==> src/rtl/gr_wb_arbiter.sv <==
// Round-robin arbiter sharing the general-register-file write port between
// NREQ writeback requesters, with a pending-write scoreboard for RAW detection.
module gr_wb_arbiter #(
  parameter int NREQ = 3,
  parameter int XLEN = 32,
  parameter int NREG = 16
) (
  input  logic                       clk,
  input  logic                       reset,
  input  logic [NREQ-1:0]            req_valid,
  input  logic [NREQ-1:0][4:0]       req_rd,
  input  logic [NREQ-1:0][XLEN-1:0]  req_data,
  output logic [NREQ-1:0]            req_ready,
  output logic                       wb_en,
  output logic [4:0]                 wb_rd,
  output logic [XLEN-1:0]            wb_data,
  output logic                       err_illegal_rd,
  input  logic                       pend_set_valid,
  input  logic [4:0]                 pend_set_rd,
  output logic [NREG-1:0]            pend_mask
);

  localparam int PW = (NREQ > 1) ? $clog2(NREQ) : 1;

  logic [PW-1:0]   ptr_q, ptr_d;
  logic            wb_en_q, wb_en_d;
  logic [4:0]      wb_rd_q, wb_rd_d;
  logic [XLEN-1:0] wb_data_q, wb_data_d;
  logic            err_q, err_d;
  logic [NREG-1:0] pend_q, pend_d;

  logic            gnt_any;
  logic [PW-1:0]   gnt_idx;
  logic [4:0]      gnt_rd;
  logic            rd_legal;

  // Two passes: indices at/after the pointer first, then the wrapped-around ones.
  always_comb begin
    gnt_any = 1'b0;
    gnt_idx = '0;
    for (int i = 0; i < NREQ; i++) begin
      if (!gnt_any && req_valid[i] && (i >= int'(ptr_q))) begin
        gnt_any = 1'b1;
        gnt_idx = PW'(i);
      end
    end
    for (int i = 0; i < NREQ; i++) begin
      if (!gnt_any && req_valid[i] && (i < int'(ptr_q))) begin
        gnt_any = 1'b1;
        gnt_idx = PW'(i);
      end
    end
  end

  always_comb begin
    req_ready = '0;
    if (gnt_any && reset) req_ready[gnt_idx] = 1'b1;
  end

  assign gnt_rd   = req_rd[gnt_idx];
  assign rd_legal = int'(gnt_rd) < NREG;

  always_comb begin
    wb_en_d   = gnt_any && rd_legal && (gnt_rd != 5'd0);
    err_d     = gnt_any && !rd_legal;
    wb_rd_d   = gnt_any ? gnt_rd : wb_rd_q;
    wb_data_d = gnt_any ? req_data[gnt_idx] : wb_data_q;

    ptr_d = ptr_q;
    if (gnt_any) ptr_d = (gnt_idx == PW'(NREQ - 1)) ? '0 : gnt_idx + PW'(1);

    // Clear first so a same-edge set from a newly issued producer wins.
    pend_d = pend_q;
    for (int r = 1; r < NREG; r++) begin
      if (wb_en_d && (int'(gnt_rd) == r)) pend_d[r] = 1'b0;
      if (pend_set_valid && (int'(pend_set_rd) == r)) pend_d[r] = 1'b1;
    end
    pend_d[0] = 1'b0;
  end

  always_ff @(posedge clk or negedge reset) begin
    if (!reset) begin
      ptr_q     <= '0;
      wb_en_q   <= 1'b0;
      wb_rd_q   <= '0;
      wb_data_q <= '0;
      err_q     <= 1'b0;
      pend_q    <= '0;
    end else begin
      ptr_q     <= ptr_d;
      wb_en_q   <= wb_en_d;
      wb_rd_q   <= wb_rd_d;
      wb_data_q <= wb_data_d;
      err_q     <= err_d;
      pend_q    <= pend_d;
    end
  end

  assign wb_en          = wb_en_q;
  assign wb_rd          = wb_rd_q;
  assign wb_data        = wb_data_q;
  assign err_illegal_rd = err_q;
  assign pend_mask      = pend_q;

endmodule
==> config.mk <==
export PLATFORM = sky130hd
export DESIGN_NAME = gr_wb_arbiter
export DESIGN_NICKNAME = d
export VERILOG_FILES = /design/src/rtl/gr_wb_arbiter.sv
export SDC_FILE = /design/constraint.sdc
export NUM_CORES = 1
export LEC_CHECK = 0
export CORE_MARGIN = 2
export CORE_UTILIZATION = 34
export CTS_CLUSTER_SIZE = 14
export DETAILED_ROUTE_END_ITERATION = 10
export HOLD_SLACK_MARGIN = 0.12
export PLACE_DENSITY = 0.78
export SETUP_SLACK_MARGIN = 0.2
export SLEW_MARGIN = 20
export SYNTH_ARGS = -nofsm -noshare
export SYNTH_HDL_FRONTEND = slang
export SYNTH_SLANG_ARGS = --single-unit
==> constraint.sdc <==
create_clock -name clk -period 2.16 [get_ports clk]
set_clock_uncertainty 0.15 [all_clocks]
set_input_delay 0.432 -clock clk [delete_from_list [all_inputs] [get_ports clk]]
set_output_delay 0.432 -clock clk [all_outputs]
set_load 0.02 [all_outputs]
# After elaboration in Yosys (flattened, before gate mapping)
# Index checks and enable logic that the tools add are counted.
[totals]
reg_bits = 56
in_bits = 122
out_inout_bits = 58
word_cells = 178
[op_classes]
n_addsub = 1
n_lt_le_gt_ge = 9
n_eq_ne = 31
muxes = 49
reduce_logical = 68
[ops]
columns = ["operator", "n"]
rows = [
  ["$eq 5x5->1 const B", 16],
  ["$bmux 32 s2", 1],
  ["$logic_and 1x1->1", 46],
  ["$eq 5x4->1 const B", 8],
  ["$mux 1", 38],
  ["$mux 32", 1],
  ["$reduce_bool 2->1", 15],
  ["$eq 5x3->1 const B", 4],
  ["$bmux 5 s2", 1],
  ["$eq 5x2->1 const B", 2],
  ["$mux 2", 5],
  ["$logic_not 1->1", 6],
  ["$lt 5x5->1 const B", 1],
  ["$mux 5", 1],
  ["$reduce_bool 5->1", 1],
  ["$ge 1x2->1 const A", 2],
  ["$lt 1x2->1 const A", 2],
  ["$lt 2x3->1 const B", 1],
  ["$mux 3", 1],
  ["$add 2x1->2 const B", 1],
  ["$demux 1 s2", 1],
  ["$eq 2x2->1 const B", 1],
  ["$ge 2x1->1 const B", 1],
  ["$ge 2x2->1 const A", 1],
  ["$lt 2x2->1 const A", 1],
]

# Depth between registers and ports, before layout
# Gate-level depths: netlist of the first run.
[logic_depth]
depth_word = 31
ltp_mapped = 7
ltp_nobuf = 5

# Least setup slack after synthesis of the first run
# Ideal clock, no wire load.
[synth_path]
path_kind = "in2out"
from = "input req_valid[2]"
to = "output req_ready[0]"
arrival_time_ns = 1.765
required_time_ns = 1.578
setup_slack_ns = -0.187
path_stages = 5
path_buffers = 2
path_cell_list = "buf_4 > and3b_1 > o31ai_4 > clkbuf_1 > and3_1"
[synth_via]
elab_chain_cells = 20
word_cells_on_any_way = 26
classes_between = "2 x order compare; 11 x mux; 13 x reduce/logical"
[synth_lines]
columns = ["element", "line_no", "rtl"]
rows = [
  ["start: declaration", "10", "input logic [NREQ-1:0] req_valid,"],
  ["$logic_and 1x1->1 (2 in series)", "42", "if (!gnt_any && req_valid[i] && (i >= int'(ptr_q))) begin"],
  ["$mux 1", "42", ""],
  ["$logic_not 1->1", "48", "if (!gnt_any && req_valid[i] && (i < int'(ptr_q))) begin"],
  ["$logic_and 1x1->1 (2 in series)", "48", ""],
  ["$mux 1", "48", ""],
  ["$logic_not 1->1", "48", ""],
  ["$logic_and 1x1->1 (2 in series)", "48", ""],
  ["$mux 1", "48", ""],
  ["$logic_not 1->1", "48", ""],
  ["$logic_and 1x1->1 (2 in series)", "48", ""],
  ["$mux 2", "48", ""],
  ["$lt 2x3->1 (not written as such) / $ge 2x1->1 (equally long branches)", "57", "if (gnt_any && reset) req_ready[gnt_idx] = 1'b1;"],
  ["$logic_and 1x1->1 (not written as such)", "57", ""],
  ["$mux 1 (not written as such)", "57", ""],
  ["$demux 1 s2", "57", ""],
  ["$mux 3 *", "57", ""],
  ["end: declaration", "13", "output logic [NREQ-1:0] req_ready,"],
]
# Mark *: on every way between the ends. The rest lies on a longest branch, timed or not.

# Worst setup path in the final report of the first run
[layout_path]
from = "register ptr_q[1]"
to = "output req_ready[0]"
[layout_via]
elab_chain_cells = 28
word_cells_on_any_way = 40
classes_between = "8 x order compare; 14 x mux; 18 x reduce/logical"
[layout_lines]
columns = ["element", "line_no", "rtl"]
rows = [
  ["start: declaration", "25", "logic [PW-1:0] ptr_q, ptr_d;"],
  ["start signal: assignment", "90", "ptr_q <= ptr_d;"],
  ["$ge 1x2->1", "42", ""],
  ["$logic_and 1x1->1", "42", ""],
  ["$mux 1", "42", ""],
  ["$logic_not 1->1", "42", ""],
  ["$logic_and 1x1->1 (2 in series)", "42", ""],
  ["$mux 1", "42", ""],
  ["$logic_not 1->1", "42", ""],
  ["$logic_and 1x1->1 (2 in series)", "42", ""],
  ["[... 9 more ...]", "n/a", ""],
  ["$logic_not 1->1", "48", ""],
  ["$logic_and 1x1->1 (2 in series)", "48", ""],
  ["$mux 2", "48", ""],
  ["$lt 2x3->1 (not written as such) / $ge 2x1->1 (equally long branches)", "57", ""],
  ["$logic_and 1x1->1 (not written as such)", "57", ""],
  ["$mux 1 (not written as such)", "57", ""],
  ["$demux 1 s2", "57", ""],
  ["$mux 3 *", "57", ""],
]
# Marks and branches as above.

==> flow_metrics.py, run 1 <==
metrics = {
    "power_and_ir_drop": {
        "peakVddDrop_uv": 336,
        "switching_share_pct": 32.7,
        "p_clk_share_pct": 21.3,
        "p_leak_nw": 2.27,
        "comb_power_share_pct": 44.7,
        "p_per_area_nw_per_um2": 662,
        "total_power_mw": 3.83,
        "p_sw_mw": 1.25,
        "p_int_mw": 2.57,
        "p_seq_share_pct": 34.0,
    },
    "clock_tree": {
        "root_buffer": "clkbuf_8",
        "cts.path.max_buffers": 2,
        "cts_buffers": 5,
        "cts_num_sinks": 56,
        "clkLatencyLatePin_ns": 0.30,
        "clkTransAtPathRegs_ns": 0.10,
        "htreeDepth": 2,
        "cts_tree": "yes",
    },
    "placement": {
        "gp_congestion": 0.929,
        "dpl.cell_count": 593,
        "port_buffers": 178,
        "dp_hpwl_um": 7950,
        "dpl_cell_area_um2": 5010,
    },
    "finish": {
        "ff_latch_area_um2": 1400,
        "fin_nets": 638,
        "drive_above_1_share_pct": 22.7,
        "final_cell_mix": "161 x clkdlybuf4s50_1, 56 x dfrtp_1, 33 x buf_4",
        "final_cells": 624,
        "area_delta_synth_final_pct": 95.6,
        "finish.instance_area_um2": 5780,
        "multi_input_comb_area_um2": 1730,
        "antenna_cells": 0,
        "layout_commonest_cell": "clkdlybuf4s50_1",
        "post-route-util_pct": 67.3,
        "num-fill-cells": 639,
    },
    "setup_path": {
        "critPathArrivalTime_ns": 1.67,
        "startpoint_type": "flip-flop",
        "cpMostUsedCell": "buf_6",
        "rr_endpoint": "pend_mask[6]$_DFFE_PN0P_",
        "crit_family": "simple AND/OR/NAND/NOR gates",
        "end_kind": "primary output",
        "regToRegSetupSlack_ns": -0.07,
        "r2r_cells": 8,
        "critPathRequiredTime_ns": 1.58,
        "critPathKind": "reg2out",
        "crit_chain": "buf_6 -> and3b_2 -> o31ai_4 -> and3_4 -> buf_6",
        "critPathMaxFanout": 5,
        "max_stage_delay_ns": 0.41,
        "path_buf_inv": 2,
        "r2r-start": "ptr_q[0]$_DFFE_PN0N_",
        "crit_slowest_cell": "dfrtp_1",
    },
    "global_routing": {
        "grt_util_all_layers_pct": 22.2,
        "antenna_found_initial": 0,
        "grt_pass1_wl_um": 17300,
        "grt_pass1_vias": 3425,
        "grt_max_degree": 36,
        "grt.overflow.total": 0,
    },
    "logic_synthesis": {
        "ys_ff_latch": 56,
        "synth.avg_cell_area_um2": 9.99,
        "synth.area.top_cells": "dfrtp_1 47%, a221o_1 6.1%, a22oi_1 5.8%, a22o_1 4.1%, nand2_1 3.8%",
        "yosys.area.top_type": "dfrtp_1",
        "syn_inst": 296,
        "yosysTopAreaCellShare_pct": 47.4,
        "seq_area_frac_synth_pct": 47.4,
        "ys_async_sr_fraction_pct": 100,
        "syn_area_um2": 2960,
        "synthFlopType": "dfrtp_1",
        "post_synth_num_cell_types": 44,
        "ys_warn_count": 0,
        "synth-edff-count": 0,
        "synth_nets": 418,
    },
    "sta": {
        "maxSlewViolCount": 0,
        "fin_crit_sh_pct": 104,
        "setup-tns-final_ns": -0.608,
        "fin_ws_ns": -0.0895,
        "setup_viol": 12,
        "hold_viol": 0,
        "rsz0062_at_grt": "true",
        "max_freq_mhz": 445,
        "fin_crit_ns": 2.25,
    },
    "routing": {
        "avgViaCountPerCell": 5.53,
        "num_vias": 3453,
        "drc": 0,
        "detail-route-antenna-nets": 0,
        "wl_per_cell_um": 18.6,
        "drt-initial-drc-count": 169,
        "drtPass1Iterations": 4,
        "wl_um": 11600,
    },
    "floorplanning": {
        "core_um2": 8590,
        "start_util_pct": 34.4,
        "dieArea_um2": 9460,
        "rows": 34,
        "io_pins": 180,
        "die_w_um": 97.3,
        "die_h_um": 97.3,
    },
    "outcome": {
        "violations": "negative setup slack",
        "status": "finished with violations",
    },
    "min_path": {
        "hold_path_class": "in2async",
    },
    "flow_run": {
        "max_cap_violations": 0,
    },
}
## cells in the mapped netlist, types with 2 or more instances
master     n
a21oi_1    5
a221o_1   18
a221oi_2   4
a22o_1    14
a22oi_1   23
a31oi_1   17
and3_1     3
and3b_1    2
buf_2      6
buf_4      3
buf_6      3
clkbuf_1   8
dfrtp_1   56
inv_1      2
nand2_1   30
nand3_1   19
nor2_1    19
nor2b_1    4
o21a_1     2
o21ai_0   19
o31ai_1   15
or2_2      2
## cell type report
cell class                 count  area share (%)
clock buffer                   5            1.19
clock inverter                 2            1.04
inverter                       2           0.130
multi-input combinational    217            29.9
sequential                    56            24.2
tap                          108            2.34
timing repair buffer         234            41.1
## how the worst max path moves through the flow
stage | from | end | slack, ns | depth (start not counted)
CTS | ptr_q[0]$_DFFE_PN0N_ | pend_mask[6]$_DFFE_PN0P_ | -0.07 | 8
detailed placement | req_valid[2] | req_ready[0] | -0.80 | 5
global placement | req_valid[1] | req_ready[2] | -0.75 | 5
floorplan | ptr_q[1]$_DFFE_PN0N_ | req_ready[2] | -0.14 | 6
global route | ptr_q[1]$_DFFE_PN0N_ | req_ready[0] | -0.14 | 5
finish | ptr_q[1]$_DFFE_PN0N_ | req_ready[0] | -0.09 | 5
## worst register-to-register path: stages (launching register included)
cell and delay, ns:
dfrtp_1 0.40, buf_6 0.13, and3b_2 0.28, o31ai_4 0.08, buf_6 0.14, buf_8 0.13
a221o_4 0.50, o31ai_2 0.21, nand3_1 0.10
## per-layer routing
layer	vias up	track usage, %	share of wire [%]
li1	1591	-	-
met1	1679	28.5	41
met2	163	39.2	51
met3	20	4.46	6.6
met4	0	4.49	1.5
met5	-	0	0
## state kept, by name, indices dropped and copies added (netlist names)
signal	count
ptr_q	2
wb_data	32
err_illegal_rd	1
wb_en	1
pend_mask	15
wb_rd	5
## per-stage QoR
step | worst slack [ns] | hold WS, ns
detailed placement | -0.802 | 0.331
finish | -0.0895 | 0.100
floorplan | -0.135 | -0.0136
CTS | -0.0678 | 0.131
global route | -0.141 | 0.166
global placement | -0.747 | 0.329
## cell families after synthesis
| kind of cell | share of synthesized area [%] |
|---|---|
| AND/OR/NAND/NOR | 14.2 |
| other | 0.127 |
| buffers and inverters | 4.32 |
| flip-flops | 47.4 |
| AO/OA/AOI/OAI | 34.0 |
## what timing repair did
action	in CTS	in global routing
setup endpoints to repair	58	44
pin swaps	26	43
cloned	0	4
hold buffers	1	0
endpoints found under the hold margin	21	0
gates resized for setup	46	73
setup buffers	3	16
## power groups by stage
| stage | Clock [mW] | Combinational, mW | Sequential [mW] |
|---|---|---|---|
| 6_report | 0.814 | 1.71 | 1.30 |
| 2_1_floorplan | 0 | 0.458 | 1.49 |
| 5_1_grt | 0.860 | 1.80 | 1.32 |
| 3_5_place_dp | 0 | 1.39 | 1.31 |
| 3_3_place_gp | 0 | 1.36 | 1.31 |
| 4_1_cts | 0.823 | 1.45 | 1.29 |
Power figures use the tool's default switching activity.
==> run 2: changes to the inputs <==
--- a/config.mk
+++ b/config.mk
@@ -6,11 +6,10 @@
 export NUM_CORES = 1
 export LEC_CHECK = 0
 export CORE_MARGIN = 2
-export CORE_UTILIZATION = 34
-export CTS_CLUSTER_SIZE = 14
+export CORE_UTILIZATION = 40
 export DETAILED_ROUTE_END_ITERATION = 10
 export HOLD_SLACK_MARGIN = 0.12
-export PLACE_DENSITY = 0.78
+export PLACE_DENSITY = 0.87
 export SETUP_SLACK_MARGIN = 0.2
 export SLEW_MARGIN = 20
 export SYNTH_ARGS = -nofsm -noshare
==> constraint.sdc (replaced) <==
create_clock -name clk -period 2.9 [get_ports clk]
set_clock_uncertainty 0.15 [all_clocks]
set_input_delay 0.58 -clock clk [delete_from_list [all_inputs] [get_ports clk]]
set_output_delay 0.58 -clock clk [all_outputs]
set_load 0.02 [all_outputs]
==> flow_metrics.py, run 2 (synthesis results as in run 1) <==
metrics = {
    "clock_tree": {
        "htreeDepth": 2,
        "cts.path.max_buffers": 2,
        "root_buffer": "clkbuf_8",
        "cts_num_sinks": 56,
        "clkTransAtPathRegs_ns": 0.10,
        "cts_tree": "yes",
        "clkLatencyLatePin_ns": 0.30,
        "cts_buffers": 5,
        "postCtsSetupRepairBufs": 0,
    },
    "sta": {
        "setup-tns-final_ns": 0,
        "fin_crit_ns": 2.64,
        "fin_crit_sh_pct": 91.2,
        "hold_slack_ns": 0.179,
        "slew_headroom_pct": 61.1,
        "setup_viol": 0,
        "maxSlewViolCount": 0,
        "max_freq_mhz": 378,
        "max_slew.worst_pin.slew_ns": 0.581,
        "hold_viol": 0,
        "rsz0062_at_grt": "true",
    },
    "finish": {
        "final_cell_mix": "173 x clkdlybuf4s50_1, 56 x dfrtp_1, 30 x nand2_1",
        "area_delta_synth_final_pct": 70.2,
        "layout_commonest_cell": "clkdlybuf4s50_1",
        "largest_reg_flops": 32,
        "finish.instance_area_um2": 5030,
        "fin_nets": 603,
        "drive_above_1_share_pct": 9.96,
        "antenna_cells": 0,
    },
    "global_routing": {
        "grt_pass1_wl_um": 16200,
        "antenna_found_initial": 0,
        "grt_util_all_layers_pct": 24.8,
        "grt_max_degree": 41,
        "grt_pass1_vias": 3231,
        "grt.overflow.total": 0,
    },
    "placement": {
        "gp_congestion": 0.883,
        "dp_hpwl_um": 7690,
        "dpl_cell_area_um2": 4890,
        "port_buffers": 178,
    },
    "power_and_ir_drop": {
        "total_power_mw": 2.48,
        "p_leak_nw": 1.97,
        "p_per_area_nw_per_um2": 493,
        "peakVddDrop_uv": 263,
    },
    "setup_path": {
        "critPathKind": "in2out",
        "r2r-start": "ptr_q[1]$_DFFE_PN0N_",
        "startpoint_type": "primary input",
        "critPathRequiredTime_ns": 2.17,
        "critPathArrivalTime_ns": 1.91,
        "critPathMaxFanout": 6,
        "regToRegSetupSlack_ns": 0.58,
        "end_kind": "primary output",
        "rr_endpoint": "pend_mask[14]$_DFFE_PN0P_",
        "r2r_cells": 6,
    },
    "floorplanning": {
        "die_w_um": 90.0,
        "dieArea_um2": 8100,
        "io_pins": 180,
        "start_util_pct": 41.0,
        "rows": 31,
        "core_um2": 7210,
        "die_h_um": 90.0,
    },
    "routing": {
        "wl_per_cell_um": 17.3,
        "drtPass1Iterations": 5,
        "drt-initial-drc-count": 226,
        "wl_um": 10100,
        "drc": 0,
        "avgViaCountPerCell": 5.62,
        "detail-route-antenna-nets": 0,
        "num_vias": 3268,
    },
    "outcome": {
        "status": "finished, final reports clean",
    },
    "flow_run": {
        "max_cap_violations": 0,
    },
    "min_path": {
        "hold_path_class": "in2async",
    },
}
[run 2: changes by cell type in the layout (fill, tap and decap cells not counted), moves of 5 or more]
cell | before | now
a21oi_1 | 0 | 5
buf_4 | 33 | 18
buf_6 | 18 | 2
clkdlybuf4s50_1 | 161 | 173
dlymetal6s2s_1 | 10 | 1
o21ai_0 | 13 | 19
o21ai_1 | 7 | 1
o31ai_1 | 0 | 15
o31ai_2 | 7 | 0
o31ai_4 | 9 | 1
[run 2: repair_timing]
item / 4_1_cts / 5_1_grt
hold buffers: 1 / 0
endpoints found under the setup margin: 18 / 18
resized for setup: 14 / 8
endpoints found under the hold margin: 9 / 0
pin swaps: 0 / 1
[run 2: stage by stage]
step	worst slack [ns]	utilization [%]	std cells
floorplan	0.257	-	296
global placement	-0.261	67.7	572
detailed placement	-0.291	67.7	572
CTS	0.179	69.5	581
global route	0.175	69.8	581
finish	0.256	69.8	581
[run 2: final cells by class]
type / instances / area, µm²
fill: 566 / 2180
timing repair buffer: 199 / 1930
multi-input combinational: 217 / 1460
sequential: 56 / 1400
tap: 99 / 124
clock buffer: 5 / 68.8
clock inverter: 3 / 42.5
inverter: 2 / 7.51
[run 2: report_power, final]
| group | switching, mW | internal, mW | leakage (nW) |
|---|---|---|---|
| clock network | 0.257 | 0.256 | 0.0541 |
| logic | 0.484 | 0.516 | 1.30 |
| registers | 0.0737 | 0.893 | 0.623 |
[run 2: worst max path at each step]
stage,slack [ns],end,startpoint,depth (start not counted)
after CTS,0.18,req_ready[2],req_valid[1],5
after floorplan,0.26,req_ready[0],req_valid[2],5
after detailed placement,-0.29,req_ready[2],req_valid[1],5
after global placement,-0.26,req_ready[2],req_valid[1],5
final,0.26,req_ready[2],req_valid[2],4
after global routing,0.18,pend_mask[5]$_DFFE_PN0P_,req_valid[0],8
[run 2: layer usage]
layer	GRT usage, %	vias up	routed length, µm
met4	8.85	0	291
met5	0	-	0
met1	30.6	1573	4030
met3	4.86	21	610
met2	43.2	147	5150
li1	-	1527	-
[run 2: worst max-delay path, stage by stage]
cell             delay [ns]
clkdlybuf4s50_1        0.49
or3_1                  0.46
and3_1                 0.21
clkbuf_4               0.17
